<file path="src/rtl/acc_mac_responder_if.sv">
// Offload channel between the accelerator interconnect and a responder.
// q-channel carries requests in, p-channel carries in-order responses out.
interface acc_mac_responder_if #(
   parameter int unsigned DataWidth = 32
) ();

   logic                 q_valid;
   logic [DataWidth-1:0] q_addr;
   logic [31:0]          q_data_op;
   logic [DataWidth-1:0] q_data_arga;
   logic [DataWidth-1:0] q_data_argb;
   logic [DataWidth-1:0] q_data_argc;
   logic [4:0]           q_id;
   logic                 q_ready;

   logic                 p_valid;
   logic [DataWidth-1:0] p_data;
   logic [4:0]           p_id;
   logic                 p_error;
   logic                 p_ready;

   modport master (
      output q_valid, q_addr, q_data_op, q_data_arga, q_data_argb, q_data_argc, q_id, p_ready,
      input  q_ready, p_valid, p_data, p_id, p_error
   );

   modport slave (
      input  q_valid, q_addr, q_data_op, q_data_arga, q_data_argb, q_data_argc, q_id, p_ready,
      output q_ready, p_valid, p_data, p_id, p_error
   );

endinterface

</file>
<file path="src/rtl/acc_mac_responder.sv">
// Integer MUL/MULH/MULHU/MAC responder with a fixed-depth, globally stalled pipeline.
// The full result is computed at acceptance and then carried through Latency stages.
module acc_mac_responder #(
   parameter int unsigned DataWidth = 32,
   parameter int unsigned Latency   = 3
) (
   input  logic                clk_i,
   input  logic                rst_ni,
   acc_mac_responder_if.slave  acc_io,
   output logic                busy_o
);

   localparam logic [2:0] OpMul   = 3'b000;
   localparam logic [2:0] OpMulh  = 3'b001;
   localparam logic [2:0] OpMulhu = 3'b010;
   localparam logic [2:0] OpMac   = 3'b011;

   logic [Latency-1:0]   vld_q;
   logic [DataWidth-1:0] data_q [Latency];
   logic [4:0]           id_q   [Latency];
   logic [Latency-1:0]   err_q;

   logic                   stall;
   logic                   accept;
   logic [2:0]             funct3;
   logic [2*DataWidth-1:0] prod_u;
   logic [2*DataWidth-1:0] prod_s;
   logic [DataWidth-1:0]   res_data_d;
   logic                   res_err_d;
   logic                   unused_req;

   assign stall  = vld_q[Latency-1] && !acc_io.p_ready;
   assign accept = acc_io.q_valid && !stall;
   assign funct3 = acc_io.q_data_op[14:12];

   // Signed product via sign-extended operands: the low 2*DataWidth bits match a signed multiply.
   assign prod_u = {{DataWidth{1'b0}}, acc_io.q_data_arga} *
                   {{DataWidth{1'b0}}, acc_io.q_data_argb};
   assign prod_s = {{DataWidth{acc_io.q_data_arga[DataWidth-1]}}, acc_io.q_data_arga} *
                   {{DataWidth{acc_io.q_data_argb[DataWidth-1]}}, acc_io.q_data_argb};

   assign unused_req = ^{acc_io.q_addr, acc_io.q_data_op[31:15], acc_io.q_data_op[11:0],
                         prod_s[DataWidth-1:0]};

   always_comb begin
      res_data_d = '0;
      res_err_d  = 1'b0;
      case (funct3)
         OpMul:   res_data_d = prod_u[DataWidth-1:0];
         OpMulh:  res_data_d = prod_s[2*DataWidth-1:DataWidth];
         OpMulhu: res_data_d = prod_u[2*DataWidth-1:DataWidth];
         OpMac:   res_data_d = prod_u[DataWidth-1:0] + acc_io.q_data_argc;
         default: res_err_d  = 1'b1;
      endcase
   end

   // Bubbles are inserted as zeroed invalid entries so an idle output never shows stale data.
   always_ff @(posedge clk_i or negedge rst_ni) begin
      if (!rst_ni) begin
         vld_q <= '0;
         err_q <= '0;
         for (int i = 0; i < Latency; i++) begin
            data_q[i] <= '0;
            id_q[i]   <= '0;
         end
      end else if (!stall) begin
         vld_q[0]  <= accept;
         data_q[0] <= accept ? res_data_d : '0;
         id_q[0]   <= accept ? acc_io.q_id : 5'd0;
         err_q[0]  <= accept && res_err_d;
         for (int i = 1; i < Latency; i++) begin
            vld_q[i]  <= vld_q[i-1];
            data_q[i] <= data_q[i-1];
            id_q[i]   <= id_q[i-1];
            err_q[i]  <= err_q[i-1];
         end
      end
   end

   assign acc_io.q_ready = !stall;
   assign acc_io.p_valid = vld_q[Latency-1];
   assign acc_io.p_data  = data_q[Latency-1];
   assign acc_io.p_id    = id_q[Latency-1];
   assign acc_io.p_error = err_q[Latency-1];
   assign busy_o         = |vld_q;

endmodule

</file>
<file path="src/flat_wrapper.sv">
// flat-port wrapper written by rule: the top's interface ports become plain ports
module acc_mac_responder_flat 
#(
   parameter int unsigned DataWidth = 32,
   parameter int unsigned Latency   = 3
)
  (clk_i, rst_ni, busy_o, acc_io_q_valid, acc_io_q_addr, acc_io_q_data_op, acc_io_q_data_arga, acc_io_q_data_argb, acc_io_q_data_argc, acc_io_q_id, acc_io_p_ready, acc_io_q_ready, acc_io_p_valid, acc_io_p_data, acc_io_p_id, acc_io_p_error);
  acc_mac_responder_if #(.DataWidth(DataWidth)) acc_io_i ();
  input  logic clk_i;
  input  logic rst_ni;
  output logic busy_o;
  input wire logic [$bits(acc_io_i.q_valid)-1:0] acc_io_q_valid;
  input wire logic [$bits(acc_io_i.q_addr)-1:0] acc_io_q_addr;
  input wire logic [$bits(acc_io_i.q_data_op)-1:0] acc_io_q_data_op;
  input wire logic [$bits(acc_io_i.q_data_arga)-1:0] acc_io_q_data_arga;
  input wire logic [$bits(acc_io_i.q_data_argb)-1:0] acc_io_q_data_argb;
  input wire logic [$bits(acc_io_i.q_data_argc)-1:0] acc_io_q_data_argc;
  input wire logic [$bits(acc_io_i.q_id)-1:0] acc_io_q_id;
  input wire logic [$bits(acc_io_i.p_ready)-1:0] acc_io_p_ready;
  output wire logic [$bits(acc_io_i.q_ready)-1:0] acc_io_q_ready;
  output wire logic [$bits(acc_io_i.p_valid)-1:0] acc_io_p_valid;
  output wire logic [$bits(acc_io_i.p_data)-1:0] acc_io_p_data;
  output wire logic [$bits(acc_io_i.p_id)-1:0] acc_io_p_id;
  output wire logic [$bits(acc_io_i.p_error)-1:0] acc_io_p_error;
  assign acc_io_i.q_valid = acc_io_q_valid;
  assign acc_io_i.q_addr = acc_io_q_addr;
  assign acc_io_i.q_data_op = acc_io_q_data_op;
  assign acc_io_i.q_data_arga = acc_io_q_data_arga;
  assign acc_io_i.q_data_argb = acc_io_q_data_argb;
  assign acc_io_i.q_data_argc = acc_io_q_data_argc;
  assign acc_io_i.q_id = acc_io_q_id;
  assign acc_io_i.p_ready = acc_io_p_ready;
  assign acc_io_q_ready = acc_io_i.q_ready;
  assign acc_io_p_valid = acc_io_i.p_valid;
  assign acc_io_p_data = acc_io_i.p_data;
  assign acc_io_p_id = acc_io_i.p_id;
  assign acc_io_p_error = acc_io_i.p_error;
  acc_mac_responder #(.DataWidth(DataWidth), .Latency(Latency)) u_core (.clk_i(clk_i), .rst_ni(rst_ni), .acc_io(acc_io_i), .busy_o(busy_o));
endmodule
</file>
<file path="config.mk">
export PLATFORM = sky130hd
export DESIGN_NAME = acc_mac_responder_flat
export DESIGN_NICKNAME = d
export VERILOG_FILES = /design/src/rtl/acc_mac_responder_if.sv /design/src/rtl/acc_mac_responder.sv /design/src/flat_wrapper.sv
export SDC_FILE = /design/constraint.sdc
export NUM_CORES = 2
export LEC_CHECK = 0
export BUFFER_PORTS_ARGS = -buffer_cell sky130_fd_sc_hd__buf_2
export CORE_MARGIN = 1.5
export CORE_UTILIZATION = 55
export CTS_CLUSTER_DIAMETER = 120
export DETAILED_ROUTE_END_ITERATION = 8
export GPL_ROUTABILITY_DRIVEN = 0
export PLACE_DENSITY_LB_ADDON = 0.25
export SYNTH_ARGS = -nofsm -noshare
export SYNTH_HDL_FRONTEND = slang
export SYNTH_SLANG_ARGS = --single-unit
</file>
<file path="constraint.sdc">
create_clock -name clk_i -period 4.25 [get_ports clk_i]
set_input_delay 0.6375 -clock clk_i [delete_from_list [all_inputs] [get_ports clk_i]]
set_output_delay 0.6375 -clock clk_i [all_outputs]
set_load 0.02 [all_outputs]
</file>
-- Word-level counts from Yosys, hierarchy flattened
Cells that the tools add are included.
- register bits after elaboration: 117
- bits in latches: 0
- bits in writable memories: 0
- ROM bits: 0
- logic and storage cells: 26
- memories kept: 0
- add/sub/neg operators: 1
- multiply operators: 2
- divide/modulo/power cells: 0
- order comparisons: 0
- eq/ne operators: 3
- shift-type cells: 0
- muxes and demuxes: 4
- bitwise operators: 0
- reduce and logical (&&, ||, !) cells: 8
- operators by type and width (kind ; count):
    $mul A32 B32 Y64 ; 2
    $pmux W32 S4 ; 1
    $add A32 B32 Y32 ; 1
    $mux W32 ; 1
    $eq A3 B2 Y1 const B ; 2
    $mux W5 ; 1
    $reduce_or A4 Y1 ; 1
    $eq A3 B1 Y1 const B ; 1
    $logic_and A1 B1 Y1 ; 3
    $logic_not A3 Y1 ; 1
    $reduce_or A3 Y1 ; 1
    $logic_not A1 Y1 ; 2
    $mux W1 ; 1

-- Logic depth before layout (Yosys ltp)
- depth in word-level cells: 5
- gate-level depth with buffers: 37

-- Least setup slack after synthesis
No wires, ideal clock.
- path type: input to register
- from: in acc_io_q_data_argb[2]
- to: reg u_core.data_q[95] (netlist bit)
- library setup time: 135 ps
- arrival: 8939 ps
- data required time: 4115 ps
- path slack: -4824 ps
- cell stages on the path: 36
- path through: clkbuf_1 nand2_1 fa_1 inv_1 fa_1 inv_1 fa_1 inv_1 fa_1 fa_1 ha_1 fa_1 inv_1 fa_1 inv_1 ha_1 nand4_1 nor2_1 a221oi_1 o31ai_4 a221oi_1 o21ai_1 a21oi_1 xnor2_1 ha_1 a21oi_1 o21ai_0 a31oi_1 o21a_1 a21boi_0 and2_1 o31a_1 o21ai_0 mux2i_1 and3_1 o211ai_1
- cells in the longest elaborated chain, start to end: 4
- elaborated cells between the ends (all ways): 5
- those cells by class: add/sub (1); mul (2); mux (2)
- ends and longest elaborated chain (what ; RTL line ; text):
    from (decl) ; flat_wrapper.sv:16 ; input wire logic [$bits(acc_io_i.q_data_argb)-1:0] acc_io_q_data_argb;
    $mul A32 B32 Y64 ; acc_mac_responder.sv:37 ; assign prod_u = {{DataWidth{1'b0}}, acc_io.q_data_arga} *
    $add A32 B32 Y32 ; acc_mac_responder.sv:52 ; OpMac: res_data_d = prod_u[DataWidth-1:0] + acc_io.q_data_argc;
    $pmux W32 S4 * ; acc_mac_responder.sv:48 ; case (funct3)
    $mux W32 * ; acc_mac_responder.sv:68 ; data_q[0] <= accept ? res_data_d : '0;
    to (signal, indexed assignment) ; acc_mac_responder.sv:73 ; data_q[i] <= data_q[i-1];
    to (decl) ; acc_mac_responder.sv:19 ; logic [DataWidth-1:0] data_q [Latency];
Mark *: on every way between the ends. The rest lies on a longest branch, timed or not.
A chain may end at the register's enable or synchronous reset.

-- Final worst setup path
- from: in acc_io_q_data_arga[10]
- to: reg u_core.data_q[95] (netlist bit)
- cells in the longest elaborated chain, start to end: 4
- elaborated cells between the ends (all ways): 5
- those cells by class: add/sub (1); mul (2); mux (2)
- ends and longest elaborated chain (what ; RTL line ; text):
    from (decl) ; flat_wrapper.sv:15 ; input wire logic [$bits(acc_io_i.q_data_arga)-1:0] acc_io_q_data_arga;
    $mul A32 B32 Y64 ; acc_mac_responder.sv:37 ;
    $add A32 B32 Y32 ; acc_mac_responder.sv:52 ;
    $pmux W32 S4 * ; acc_mac_responder.sv:48 ;
    $mux W32 * ; acc_mac_responder.sv:68 ;
Marked as above.

==> metrics.md <==
| Metric | Value |
|---|---|
| Final setup fails | `32` |
| Finished Cell Area | `0.0722 mm²` |
| DR vias/cell | `5.35` |
| Routed wire per std cell | `19.7 µm` |
| Worst r2r path cells | `9` |
| DRC | `0` |
| Sequential area share after synthesis | `0.0506` |
| Number of synthesis warnings | `0` |
| Maximum clock frequency | `118 MHz` |
| Num CTS Buffers | `17` |
| Row count | `118` |
| CP Launch Point | `acc_io_q_data_arga[10]` |
| Max-slew headroom | `0.369` |
| Post-DP HPWL | `149000 µm` |
| Area growth syn-to-layout | `24.7%` |
| Initial antenna violation count | `5` |
| Starting Density | `0.557` |
| Flop2flop setup slack | `1.81 ns` |
| WP data arrival | `8.73 ns` |
| CP startpoint kind | `input pin` |
| Share of cells above drive strength 1 | `0.242` |
| Die area | `0.107 mm²` |
| Fin nets | `around 9400` |
| Vias in the first global route | `between 50000 and 60000` |
| Post-Route WL | `173000 µm` |
| Syn avg cell area | `~9 µm²` |
| Area leader, netlist | `fa_1` |
| Clk root buf | `clkbuf_16` |
| Worst-Skew Late Latency | `0.41 ns` |
| Slew @ Worst Pin | `around 0.95 ns` |
| EDFF count, synth | `0` |
| Die Y | `327 µm` |
| CP max FO | `12` |
| Port Buffers | `148` |
| Filler cells | `7701` |
| Hold Path Class | `in -> async` |
| Crit-path slowest cell | `fa_1` |
| Status | `complete, but fails checks` |
| Tcrit/Tclk final | `1.99` |
| Reg2reg start | `u_core.vld_q[2]` |
| Top-area cell type share of the netlist area | `0.509` |
| Routed Antenna Nets | `0` |
| Slowest stage delay, CP | `0.57 ns` |
| Io pins | `210` |
| Core area | `0.104 mm²` |
| Share of synthesized registers carrying an async set or reset | `1.00` |
| Initial DRC count | `3224` |
| Synthesized flop and latch total | `117` |
| Syn nets | `about 8400` |
| Reg2Reg Capture Point | `u_core.data_q[95]` |
| Gate Count Post-Synth | `6381` |
| Final Hold Vio Count | `0` |
| Worst-path clk slew | `~0.060 ns` |
| Synth Flop Type | `dfrtp_1` |
| Required @ worst endpoint | `4.51 ns` |
| CP dominant cell by count | `fa_1` |
| TritonCTS clock tree | `built` |
| Die W | `327 µm` |
| Pre-antenna DRT Iters | `6` |
| Critical path capture point type | `flop` |
| Synthesized area | `0.0579 mm²` |
| Failing checks | `setup timing` |
| Total global routing overflow | `0` |
| Period minus WS final | `~8.5 ns` |
| Ranking of synthesized cells by area | `fa_1 51%, inv_1 11%, ha_1 9.0%` |
| Max-slew violations | `0` |
| Total Routing Usage GR | `0.328` |
| Clock buffer depth | `2` |
| Clock skew | `0.00885 ns` |
| H-tree Lvls | `4` |
| Unique masters post-synth | `73` |
| First-pass GRT wire length | `273000 µm` |
| Final setup margin | `-4.21 ns` |
| Max-cap violations | `0` |
| Placed cell area | `slightly below 0.07 mm²` |
| Crit Path Category | `in -> reg` |
| Largest net degree at the start of global routing | `87` |
| RSZ-0062 raised after global routing | `yes` |
| Hold_buf cts | `0` |
| Vias post-DR | `between 40000 and 50000` |
| Clock sinks | `approximately 120` |
[area by class of cell]
| type | count | area [µm²] | area share |
|---|---|---|---|
| sequential | 117 | 2930 | 0.0406 |
| inverter | 1756 | 6600 | 0.0914 |
| antenna | 3 | 7.51 | 0.000104 |
| clock inverter | 13 | 159 | 0.00220 |
| multi-input combinational | 4211 | 49700 | 0.688 |
| tap | 1380 | 1730 | 0.0239 |
| clock buffer | 19 | 433 | 0.00600 |
| timing repair buffer | 1278 | 10600 | 0.147 |
[flip-flops by register name, indices dropped and copies added, names as in the netlist]
register and count:
u_core.data_q 64, u_core.acc_io.p_data 32, u_core.id_q 10, u_core.acc_io.p_id 5, u_core.err_q 3, u_core.vld_q 3
[metal layers]
layer  track usage  vias to the layer above  share of wire
li1              -                    20563              -
met1         0.388                    23982           0.36
met2         0.571                     1784           0.51
met3        0.0455                      601          0.063
met4         0.193                        2          0.072
met5             0                        -       0.000046
[repair_timing]
item / CTS / global route
endpoints found under the setup margin: 32 / 32
buffers inserted: 73 / 40
gates cloned: 6 / 4
pin swaps: 236 / 194
resized for setup: 412 / 186
[logic make-up (layout without fill, tap and decap cells)]
| logic type | Yosys count | count (layout) | synth area share |
|---|---|---|---|
| buf+inv | 2053 | 3066 | 0.135 |
| fa+ha+maj | 1887 | 1887 | 0.599 |
| simple gates | 1672 | 1672 | 0.135 |
| compound gates | 517 | 517 | 0.0596 |
| xor+xnor | 123 | 123 | 0.0186 |
| flops | 117 | 117 | 0.0506 |
| mux | 12 | 12 | 0.00233 |
| other cells | 0 | 3 | 0 |
[cell usage after synthesis, drive strengths merged (4+ instances only)]
master / count
o21a: 16
a41oi: 5
a21o: 70
o31a: 4
dfrtp: 117
nand3b: 4
xnor2: 79
nor2: 80
o221ai: 7
ha: 415
clkbuf: 260
inv: 1755
o31ai: 7
o21ai: 101
a21oi: 144
a21boi: 5
a221oi: 6
and4: 5
a211o: 7
nor3: 23
nand3: 33
buf: 37
nand2: 969
o22ai: 7
fa: 1472
nand2b: 35
a22oi: 11
a222oi: 10
and3: 22
or3: 8
and2: 406
a211oi: 18
nand4: 31
a22o: 10
a31oi: 24
nor2b: 40
o21bai: 16
a221o: 6
xor2: 44
o211ai: 14
mux2i: 9
[through the flow]
stage / worst slack [ns] / utilization / setup TNS [ns] / instances / hold WS [ns]
after floorplan: -4.17 / - / -102.39 / 6381 / 0.342
after global placement: -4.80 / 0.654 / -136.79 / 8633 / 0.445
after detailed placement: -4.89 / 0.654 / -139.27 / 8633 / 0.451
after CTS: -4.10 / 0.683 / -114.29 / 8738 / 0.319
after global routing: -4.45 / 0.695 / -125.53 / 8776 / 0.356
final: -4.21 / 0.695 / -119.41 / 8777 / 0.292
[worst max-delay path by stage]
stage | endpoint | slack [ns] | cells past startpoint
after global placement | u_core.data_q[91] | -4.80 | 35
final | u_core.data_q[95] | -4.21 | 34
after CTS | u_core.data_q[95] | -4.10 | 35
after floorplan | u_core.data_q[91] | -4.17 | 34
after detailed placement | u_core.data_q[91] | -4.89 | 35
after global routing | u_core.data_q[95] | -4.45 | 35
[cells in the final DEF, fill, tap and decap left out, types with 18 or more instances in the layout]
| master | count |
|---|---|
| nand3_1 | 27 |
| inv_1 | 1702 |
| o21ai_1 | 32 |
| buf_12 | 58 |
| a21oi_1 | 85 |
| ha_1 | 358 |
| and3_1 | 18 |
| nand2_1 | 935 |
| o21ai_2 | 22 |
| buf_2 | 116 |
| o21ai_0 | 40 |
| nand2b_1 | 34 |
| xnor2_1 | 56 |
| nor2_1 | 71 |
| buf_6 | 76 |
| xnor2_2 | 18 |
| nand4_1 | 31 |
| dfrtp_1 | 117 |
| clkbuf_16 | 21 |
| and2_4 | 35 |
| nor2b_1 | 38 |
| ha_4 | 54 |
| fa_2 | 75 |
| fa_1 | 1397 |
| inv_2 | 51 |
| xor2_1 | 29 |
| and2_1 | 371 |
| buf_4 | 1000 |
| nor3_1 | 20 |
| a21oi_2 | 48 |
| nand2_2 | 29 |
| a21o_1 | 70 |
[critical path, delay by kind of cell]
family / cells / cell delay, ns
and+or+nand+nor: 5 / 0.68
adders and majority gates: 10 / 4.45
buffers and inverters: 9 / 0.86
AOI/OAI and AO/OA: 8 / 1.57
muxes: 1 / 0.19
xor gates and xnor gates: 1 / 0.33
Power is left out: the tool's default activity adds up to more than one toggle a clock period on the data nets, which glitch-free logic cannot reach.
